<file path="config.mk">
export PLATFORM = sky130hd
export DESIGN_NAME = spi_burst_slave
export DESIGN_NICKNAME = d
export VERILOG_FILES = /design/src/rtl/spi_burst_pkg.sv /design/src/rtl/spi_bit_shifter.sv /design/src/rtl/spi_burst_slave.sv
export SDC_FILE = /design/constraint.sdc
export NUM_CORES = 1
export LEC_CHECK = 0
export CORE_MARGIN = 8
export CORE_UTILIZATION = 38
export DETAILED_ROUTE_END_ITERATION = 6
export PLACE_DENSITY = 0.64
export SYNTH_ARGS = -nofsm -noshare
export SYNTH_HDL_FRONTEND = slang
export SYNTH_SLANG_ARGS = --single-unit
export TNS_END_PERCENT = 30
</file>
<file path="constraint.sdc">
create_clock -name SCLK -period 2.3 [get_ports SCLK]
set_input_delay 0.46 -clock SCLK [delete_from_list [all_inputs] [get_ports SCLK]]
set_output_delay 0.46 -clock SCLK [all_outputs]
set_load 0.03 [all_outputs]
</file>
<file path="src/rtl/spi_burst_pkg.sv">
// rtl/spi_burst_pkg.sv - opcodes, state encoding and command length for the SPI burst slave
package spi_burst_pkg;

  localparam logic [1:0] OP_RD   = 2'b00;
  localparam logic [1:0] OP_WR   = 2'b01;
  localparam logic [1:0] OP_STAT = 2'b10;
  localparam logic [1:0] OP_RSV  = 2'b11;

  localparam int CMD_LEN = 8;

  typedef enum logic [2:0] {
    IDLE, CMD, ADDR, TURN, RD, WR, STAT, IGNORE
  } state_t;

endpackage

</file>
<file path="src/rtl/spi_bit_shifter.sv">
// rtl/spi_bit_shifter.sv - parallel-load / serial-in / serial-out shift register, MSB out first
module spi_bit_shifter #(
  parameter int DW = 20
) (
  input  logic          SCLK,
  input  logic          iRSTn,
  input  logic          clr,
  input  logic          load,
  input  logic          shift,
  input  logic [DW-1:0] din,
  input  logic          sin,
  output logic [DW-1:0] q,
  output logic          sout
);

  always_ff @(posedge SCLK or negedge iRSTn) begin
    if (!iRSTn)     q <= '0;
    else if (clr)   q <= '0;
    else if (load)  q <= din;
    else if (shift) q <= {q[DW-2:0], sin};
  end

  assign sout = q[DW-1];

endmodule

</file>
<file path="src/rtl/spi_burst_slave.sv">
// rtl/spi_burst_slave.sv - SPI slave bridging command/address/burst frames to a word memory port
module spi_burst_slave
  import spi_burst_pkg::*;
#(
  parameter int DW = 20,
  parameter int AW = 5
) (
  input  logic          SCLK,
  input  logic          iRSTn,
  input  logic          iCLR,
  input  logic          CS,
  input  logic          MOSI,
  output logic          MISO,
  output logic [AW-1:0] oADDR,
  output logic          oRd_EN,
  input  logic [DW-1:0] iDATA,
  output logic [DW-1:0] oDATA,
  output logic          oWr_EN,
  output logic          oRd_DONE,
  output logic          oWr_DONE,
  output logic          oFRAME_DONE
);

  localparam int CW = $clog2(((DW > AW) ? DW : AW) + 1);
  localparam logic [CW-1:0] C_DW   = CW'(DW);
  localparam logic [CW-1:0] C_DW1  = CW'(DW - 1);
  localparam logic [CW-1:0] C_DW2  = CW'(DW - 2);
  localparam logic [CW-1:0] C_AW1  = CW'(AW - 1);
  localparam logic [CW-1:0] C_CMD1 = CW'(CMD_LEN - 1);
  localparam logic [CW-1:0] C_ONE  = CW'(1);

  state_t          state, nxt_state;
  logic [CW-1:0]   bit_cnt, nxt_cnt;
  logic [1:0]      op, nxt_op;
  logic [DW-1:0]   pf, nxt_pf;
  logic            abort, nxt_abort;
  logic [7:0]      frame_cnt, nxt_frame_cnt;
  logic            wrote, nxt_wrote;
  logic            nxt_miso, nxt_rd_en, nxt_wr_en, nxt_rd_done, nxt_wr_done, nxt_frame_done;
  logic [AW-1:0]   nxt_addr;
  logic [DW-1:0]   nxt_data;
  logic            sh_clr, sh_load, sh_shift, sh_sout;
  logic [DW-1:0]   sh_din, sh_q, status_word;

  spi_bit_shifter #(.DW(DW)) u_shifter (
    .SCLK  (SCLK),
    .iRSTn (iRSTn),
    .clr   (sh_clr),
    .load  (sh_load),
    .shift (sh_shift),
    .din   (sh_din),
    .sin   (MOSI),
    .q     (sh_q),
    .sout  (sh_sout)
  );

  always_comb begin
    status_word       = '0;
    status_word[DW-1] = abort;
    status_word[7:0]  = frame_cnt;
  end

  always_comb begin
    nxt_state      = state;
    nxt_cnt        = bit_cnt;
    nxt_op         = op;
    nxt_pf         = pf;
    nxt_abort      = abort;
    nxt_frame_cnt  = frame_cnt;
    nxt_wrote      = wrote;
    nxt_miso       = 1'b0;
    nxt_addr       = oADDR;
    nxt_data       = oDATA;
    nxt_rd_en      = 1'b0;
    nxt_wr_en      = 1'b0;
    nxt_rd_done    = 1'b0;
    nxt_wr_done    = 1'b0;
    nxt_frame_done = 1'b0;
    sh_clr         = 1'b0;
    sh_load        = 1'b0;
    sh_shift       = 1'b0;
    sh_din         = iDATA;

    if (oWr_EN) nxt_addr = oADDR + 1'b1;

    if (iCLR) begin
      nxt_state = IDLE;
      nxt_cnt   = '0;
      nxt_op    = OP_RD;
      nxt_pf    = '0;
      nxt_abort = 1'b0;
      nxt_wrote = 1'b0;
      nxt_addr  = '0;
      nxt_data  = '0;
      sh_clr    = 1'b1;
    end else if (CS && state != IDLE) begin
      nxt_state      = IDLE;
      nxt_cnt        = '0;
      nxt_wrote      = 1'b0;
      nxt_frame_done = 1'b1;
      if (state == WR) begin
        // a fully received word still commits on the deselect edge
        if (bit_cnt == C_DW) begin
          nxt_data    = sh_q;
          nxt_wr_en   = 1'b1;
          nxt_wr_done = 1'b1;
        end else if (bit_cnt != '0) begin
          nxt_abort = 1'b1;
        end
        if (wrote || bit_cnt == C_DW) nxt_frame_cnt = frame_cnt + 8'd1;
      end
      if (state == RD && bit_cnt == C_DW) nxt_rd_done = 1'b1;
    end else if (!CS) begin
      case (state)
        IDLE: begin
          sh_shift  = 1'b1;
          nxt_cnt   = C_ONE;
          nxt_state = CMD;
        end
        CMD: begin
          sh_shift = 1'b1;
          nxt_cnt  = bit_cnt + C_ONE;
          if (bit_cnt == C_CMD1) begin
            nxt_cnt = '0;
            nxt_op  = sh_q[CMD_LEN-2 -: 2];
            case (sh_q[CMD_LEN-2 -: 2])
              OP_RD, OP_WR: nxt_state = ADDR;
              OP_STAT:      nxt_state = TURN;
              OP_RSV: begin
                nxt_state = IGNORE;
                nxt_abort = 1'b1;
              end
            endcase
          end
        end
        ADDR: begin
          sh_shift = 1'b1;
          nxt_cnt  = bit_cnt + C_ONE;
          if (bit_cnt == C_AW1) begin
            nxt_cnt  = '0;
            nxt_addr = {sh_q[AW-2:0], MOSI};
            if (op == OP_WR) begin
              nxt_state = WR;
            end else begin
              nxt_rd_en = 1'b1;
              nxt_state = TURN;
            end
          end
        end
        TURN: begin
          sh_load = 1'b1;
          nxt_cnt = '0;
          if (op == OP_STAT) begin
            sh_din    = status_word;
            nxt_abort = 1'b0;
            nxt_state = STAT;
          end else begin
            nxt_state = RD;
          end
        end
        RD: begin
          nxt_miso = sh_sout;
          sh_shift = 1'b1;
          nxt_cnt  = bit_cnt + C_ONE;
          if (bit_cnt == C_DW2) begin
            nxt_rd_en = 1'b1;
            nxt_addr  = oADDR + 1'b1;
          end
          if (oRd_EN) nxt_pf = iDATA;
          // reload edge drives the prefetched MSB directly so the stream has no gap
          if (bit_cnt == C_DW) begin
            nxt_miso    = pf[DW-1];
            sh_shift    = 1'b0;
            sh_load     = 1'b1;
            sh_din      = {pf[DW-2:0], 1'b0};
            nxt_cnt     = C_ONE;
            nxt_rd_done = 1'b1;
          end
        end
        STAT: begin
          nxt_miso = sh_sout;
          sh_shift = 1'b1;
          nxt_cnt  = bit_cnt + C_ONE;
          if (bit_cnt == C_DW1) nxt_state = IGNORE;
        end
        WR: begin
          sh_shift = 1'b1;
          nxt_cnt  = bit_cnt + C_ONE;
          if (bit_cnt == C_DW) begin
            nxt_data    = sh_q;
            nxt_wr_en   = 1'b1;
            nxt_wr_done = 1'b1;
            nxt_wrote   = 1'b1;
            nxt_cnt     = C_ONE;
          end
        end
        IGNORE: ;
      endcase
    end
  end

  always_ff @(posedge SCLK or negedge iRSTn) begin
    if (!iRSTn) begin
      state       <= IDLE;
      bit_cnt     <= '0;
      op          <= OP_RD;
      pf          <= '0;
      abort       <= 1'b0;
      frame_cnt   <= '0;
      wrote       <= 1'b0;
      MISO        <= 1'b0;
      oADDR       <= '0;
      oDATA       <= '0;
      oRd_EN      <= 1'b0;
      oWr_EN      <= 1'b0;
      oRd_DONE    <= 1'b0;
      oWr_DONE    <= 1'b0;
      oFRAME_DONE <= 1'b0;
    end else begin
      state       <= nxt_state;
      bit_cnt     <= nxt_cnt;
      op          <= nxt_op;
      pf          <= nxt_pf;
      abort       <= nxt_abort;
      frame_cnt   <= nxt_frame_cnt;
      wrote       <= nxt_wrote;
      MISO        <= nxt_miso;
      oADDR       <= nxt_addr;
      oDATA       <= nxt_data;
      oRd_EN      <= nxt_rd_en;
      oWr_EN      <= nxt_wr_en;
      oRd_DONE    <= nxt_rd_done;
      oWr_DONE    <= nxt_wr_done;
      oFRAME_DONE <= nxt_frame_done;
    end
  end

endmodule
</file>
Word-level counts from Yosys, hierarchy flattened
Index checks and enable logic that the tools add are counted.

Flip-flop bits (word level): 90. Bits of input ports: 25. Output and inout port bits: 31. Logic and storage cells: 170.

Add/subtract/negate cells: 3. Equality and inequality tests: 27. Muxes and demuxes: 97. Bitwise gates (word level): 1. Reductions and logical operators: 27.

Operators with widths (number): $mux W20 (18); $mux W5 (12); $mux W1 (44); $pmux W20 S2 (1); $pmux W5 S6 (1); $mux W3 (7); $ne A4 B4 Y1 const B (5); $eq A5 B5 Y1 const B (3); $pmux W3 S5 (1); $mux W2 (6); $reduce_and A4 Y1 (3); $reduce_bool A3 Y1 (4); $add A5 B1 Y5 const B (2); $eq A5 B3 Y1 const B (2); $pmux W1 S2 (5); $pmux W5 S2 (1); $eq A3 B3 Y1 const B (3); $ne A3 B2 Y1 const B (3); $pmux W3 S3 (1); $add A8 B1 Y8 const B (1); $reduce_and A8 Y1 (1); $reduce_bool A2 Y1 (4); $reduce_bool A8 Y1 (1); $reduce_bool A7 Y1 (1); other kinds (18) (25).

Depth between registers and ports, before layout
Depth after elaboration: 9. Gate-level depth with buffers: 8. Gate-level depth less buffers: 7.

Hierarchy
Synthesis repeated with hierarchy kept, for this count alone.

Cell total of the unflattened synthesis: 483. Area total of the unflattened synthesis: 4956.0 µm².

Modules (own cells, without submodules): spi_burst_slave (times used 1, cells an instance 393, area each 3821.2 µm², seq. area each 1751.7 µm²); spi_bit_shifter (times used 1, cells an instance 90, area each 1134.8 µm², seq. area each 500.5 µm²).

Least setup slack after synthesis
OpenSTA, ideal clock, no wires.

Kind: register -> register. From: register bit_cnt[0]. To: register bit_cnt[3]. Setup time: 124 ps. Data arrival time: 1731 ps. Data required time: 2176 ps. Setup slack: 445 ps. Cell stages (with the launch flop): 8. Buffers on the path: 0. Clock period less this slack: 1855 ps. Cell sequence: dfrtp_1 > inv_1 > ha_1 > and4b_1 > nor3_1 > o31ai_2 > nor3_1 > a211o_1.

Word-level cells in the longest chain between the ends: 6. Elaborated cells between the ends (all ways): 11. Classes of those cells: add/sub (1); eq/ne (3); mux (7).

Ends and longest elaborated chain: start, declared (line spi_burst_slave.sv:33) `logic [CW-1:0] bit_cnt, nxt_cnt;`; start signal, assigned (line spi_burst_slave.sv:221) `bit_cnt <= nxt_cnt;`; $add A5 B1 Y5, or another cell as far along; $mux W5 (on tied branches); $pmux W5 S6 * (line spi_burst_slave.sv:114) `case (state)`; $mux W5 * (line spi_burst_slave.sv:113) `end else if (!CS) begin`; $mux W5 * (line spi_burst_slave.sv:96) `end else if (CS && state != IDLE) begin`; $mux W5 * (line spi_burst_slave.sv:86) `if (iCLR) begin`.

Every way passes the cells marked *; elsewhere a longest branch is shown, timed or not. The select of a mux whose other input is x is not followed. A chain may end at the register's enable or synchronous reset.

Worst setup path after layout
Same ends and word-level chain as after synthesis.

==> metrics.yaml <==
status: "completed"
grt_usage_pct: 16.75
core_um2: 12470
clock_sinks: 90
ys_seq_area_share_pct: 47.12
ant_nets: 0
grt_pass1_vias: 4032
grt_max_degree: 51
cts_tree: "done"
drv_cap: 0
hold_class: "input pin to async pin"
numCtsBuffers: 9
timing.final.crit_share_pct: 91.92
syn_area_per_cell_um2: 9.598
power_density_nw_per_um2: 692.8
ys_ff_latch: 90
hpwl_um: 9602
cts_resized: 0
synth_edf_count: 0
synth_fp_nets: 528
cp.arrival_ps: 2350
die_w_um: 128.2
fin_worst_skew_ps: 10.71
setup_viol: 0
slew_headroom_pct: 46.41
overflow: 0
via_per_inst: 5.603
firstDrtPassIters: 6
maxSlewViolCount: 0
die_y_um: 128.2
worst_slew_pin_slew_ps: 803.8
syn_inst: 498
rows: 41
clkTransAtPathRegs_ps: 70
drt_iter0_drc: 475
nFillCells: 1174
power.leakage_uw: 0.002463
synth_top_flop_cell: "dfrtp_1"
synth_area_um2: 4780
grt_pass1_wl_um: 21930
rsz0062_at_grt: "no"
port_buffers: 55
cp-start-kind: "register"
utilization_pct: 47.67
hold_violations: 0
vdd_ir_drop_max_uv: 339.0
ys_types: 70
end_kind: "register"
tns_ps: 0
crit_required_ps: 2530
drc: 0
diodes: 0
antenna_found_initial: 0
vias: 4118
total_power_uw: 4116
start_util_pct: 38.34
cts_hold_buf: 0
drive_gt1_share_pct: 12.61
h-tree-depth: 3
synth-warning-count: 0
layout_common_cells: "90 x dfrtp_1, 80 x nand2_1, 54 x clkdlybuf4s50_1, 41 x a21oi_1, 28 x o21ai_0"
wl_um: 13390
fmax_mhz: 473.0
gp_congestion: 0.8949
final.min_clock_period_ps: 2114
clockRootBuffer: "clkbuf_16"
insertion_delay_ps: 350
path_class: "register to register"
ioPinCount: 56
area_growth_pct: 24.32
synthArstFlopShare_pct: 100.0
cts_setup_buffers: 0
final_nets: 588
final_common_cell: "dfrtp_1"
cts.path.max_buffers: 2
die_area_um2: 16420
wire_per_inst_um: 18.22
crit_fanout: 5
==> worst max-delay path: stages (launching register included) <==
cell	delay (ps)
dfrtp_1	430
inv_1	100
ha_1	270
and4bb_2	290
a21oi_1	100
o31ai_2	420
nor3_1	100
a211o_1	290
==> final cells by class <==
type | count | area, µm² | area share, %
Sequential cell | 90 | 2252 | 37.90
Clock buffer | 10 | 239.0 | 4.022
Timing Repair Buffer | 83 | 808.3 | 13.60
Multi-Input combinational cell | 365 | 2313 | 38.93
Clock inverter | 6 | 80.08 | 1.348
Inverter | 9 | 33.78 | 0.5685
Tap cell | 172 | 215.2 | 3.622
==> state kept, by name (all words and copies together), names as in the netlist, 2 cells and up <==
| register | cells |
|---|---|
| op | 2 |
| bit_cnt | 5 |
| oDATA | 20 |
| oADDR | 5 |
| state | 3 |
| pf | 20 |
| frame_cnt | 8 |
| u_shifter.q | 20 |
==> synthesized netlist by cell type, drive strengths merged, types with 5 or more instances <==
library cell / instances / area (µm²)
xor2: 7 / 61.31
inv: 9 / 33.78
a21oi: 42 / 214.0
nor2: 26 / 118.9
nand2: 81 / 306.6
nand3: 9 / 45.04
o21ai: 43 / 222.7
a2bb2oi: 9 / 78.83
o211ai: 17 / 127.6
a22oi: 14 / 105.1
dfrtp: 90 / 2252
ha: 5 / 62.56
nor3: 11 / 76.33
nand4: 6 / 43.79
buf: 21 / 137.6
or3: 8 / 50.05
xnor2: 7 / 61.31
a22o: 21 / 183.9
clkbuf: 13 / 48.80
==> logic make-up after synthesis <==
group                      Yosys count  share of synthesized area, %
muxes                                5                         1.073
buffers and inverters               43                         4.607
DFF                                 90                         47.12
and+or+nand+nor                    169                         18.59
xor gates and xnor gates            14                         2.565
AOI/OAI and AO/OA                  172                         24.74
adders and majority gates            5                         1.309
==> per-stage QoR <==
| stage | hold WS (ps) | cell area [µm²] | instances | setup WS, ps |
|---|---|---|---|---|
| floorplan | 164.4 | 4780 | 498 | 445.1 |
| global placement | 468.0 | 5623 | 719 | 72.41 |
| global route | 215.8 | 5942 | 735 | 27.06 |
| detailed placement | 483.5 | 5623 | 719 | 25.38 |
| finish | 152.3 | 5942 | 735 | 185.8 |
| CTS | 174.8 | 5942 | 735 | 190.0 |
==> where the power goes <==
group          switching (µW)  internal, µW
combinational             451           318
sequential                131          1640
clock                     680           894
total                    1260          2850
==> worst paths after layout <==
| check | start | to | slack [ps] | cells after the start |
|---|---|---|---|---|
| min in group SCLK | frame_cnt[7] | frame_cnt[7] | 490 | 1 |
| worst max register to register | bit_cnt[0] | bit_cnt[3] | 190 | 7 |
| worst min-delay path | iRSTn | state[0] | 150 | 1 |
| max in group asynchronous | iRSTn | pf[8] | 1480 | 2 |
| worst max-delay path | bit_cnt[0] | bit_cnt[3] | 190 | 7 |
| worst min register to register | frame_cnt[7] | frame_cnt[7] | 490 | 1 |
==> metal layers <==
| layer | global-route usage, % | share of wire, % | vias up | routed length (µm) |
|---|---|---|---|---|
| li1 | - | - | 1936 | - |
| met5 | 0 | 0 | - | 0 |
| met2 | 24.77 | 45 | 127 | 5992 |
| met4 | 6.014 | 1.9 | 0 | 254 |
| met1 | 23.85 | 48 | 2036 | 6421 |
| met3 | 2.953 | 5.4 | 19 | 723 |
No activity file was read; power rests on OpenSTA's default activity.
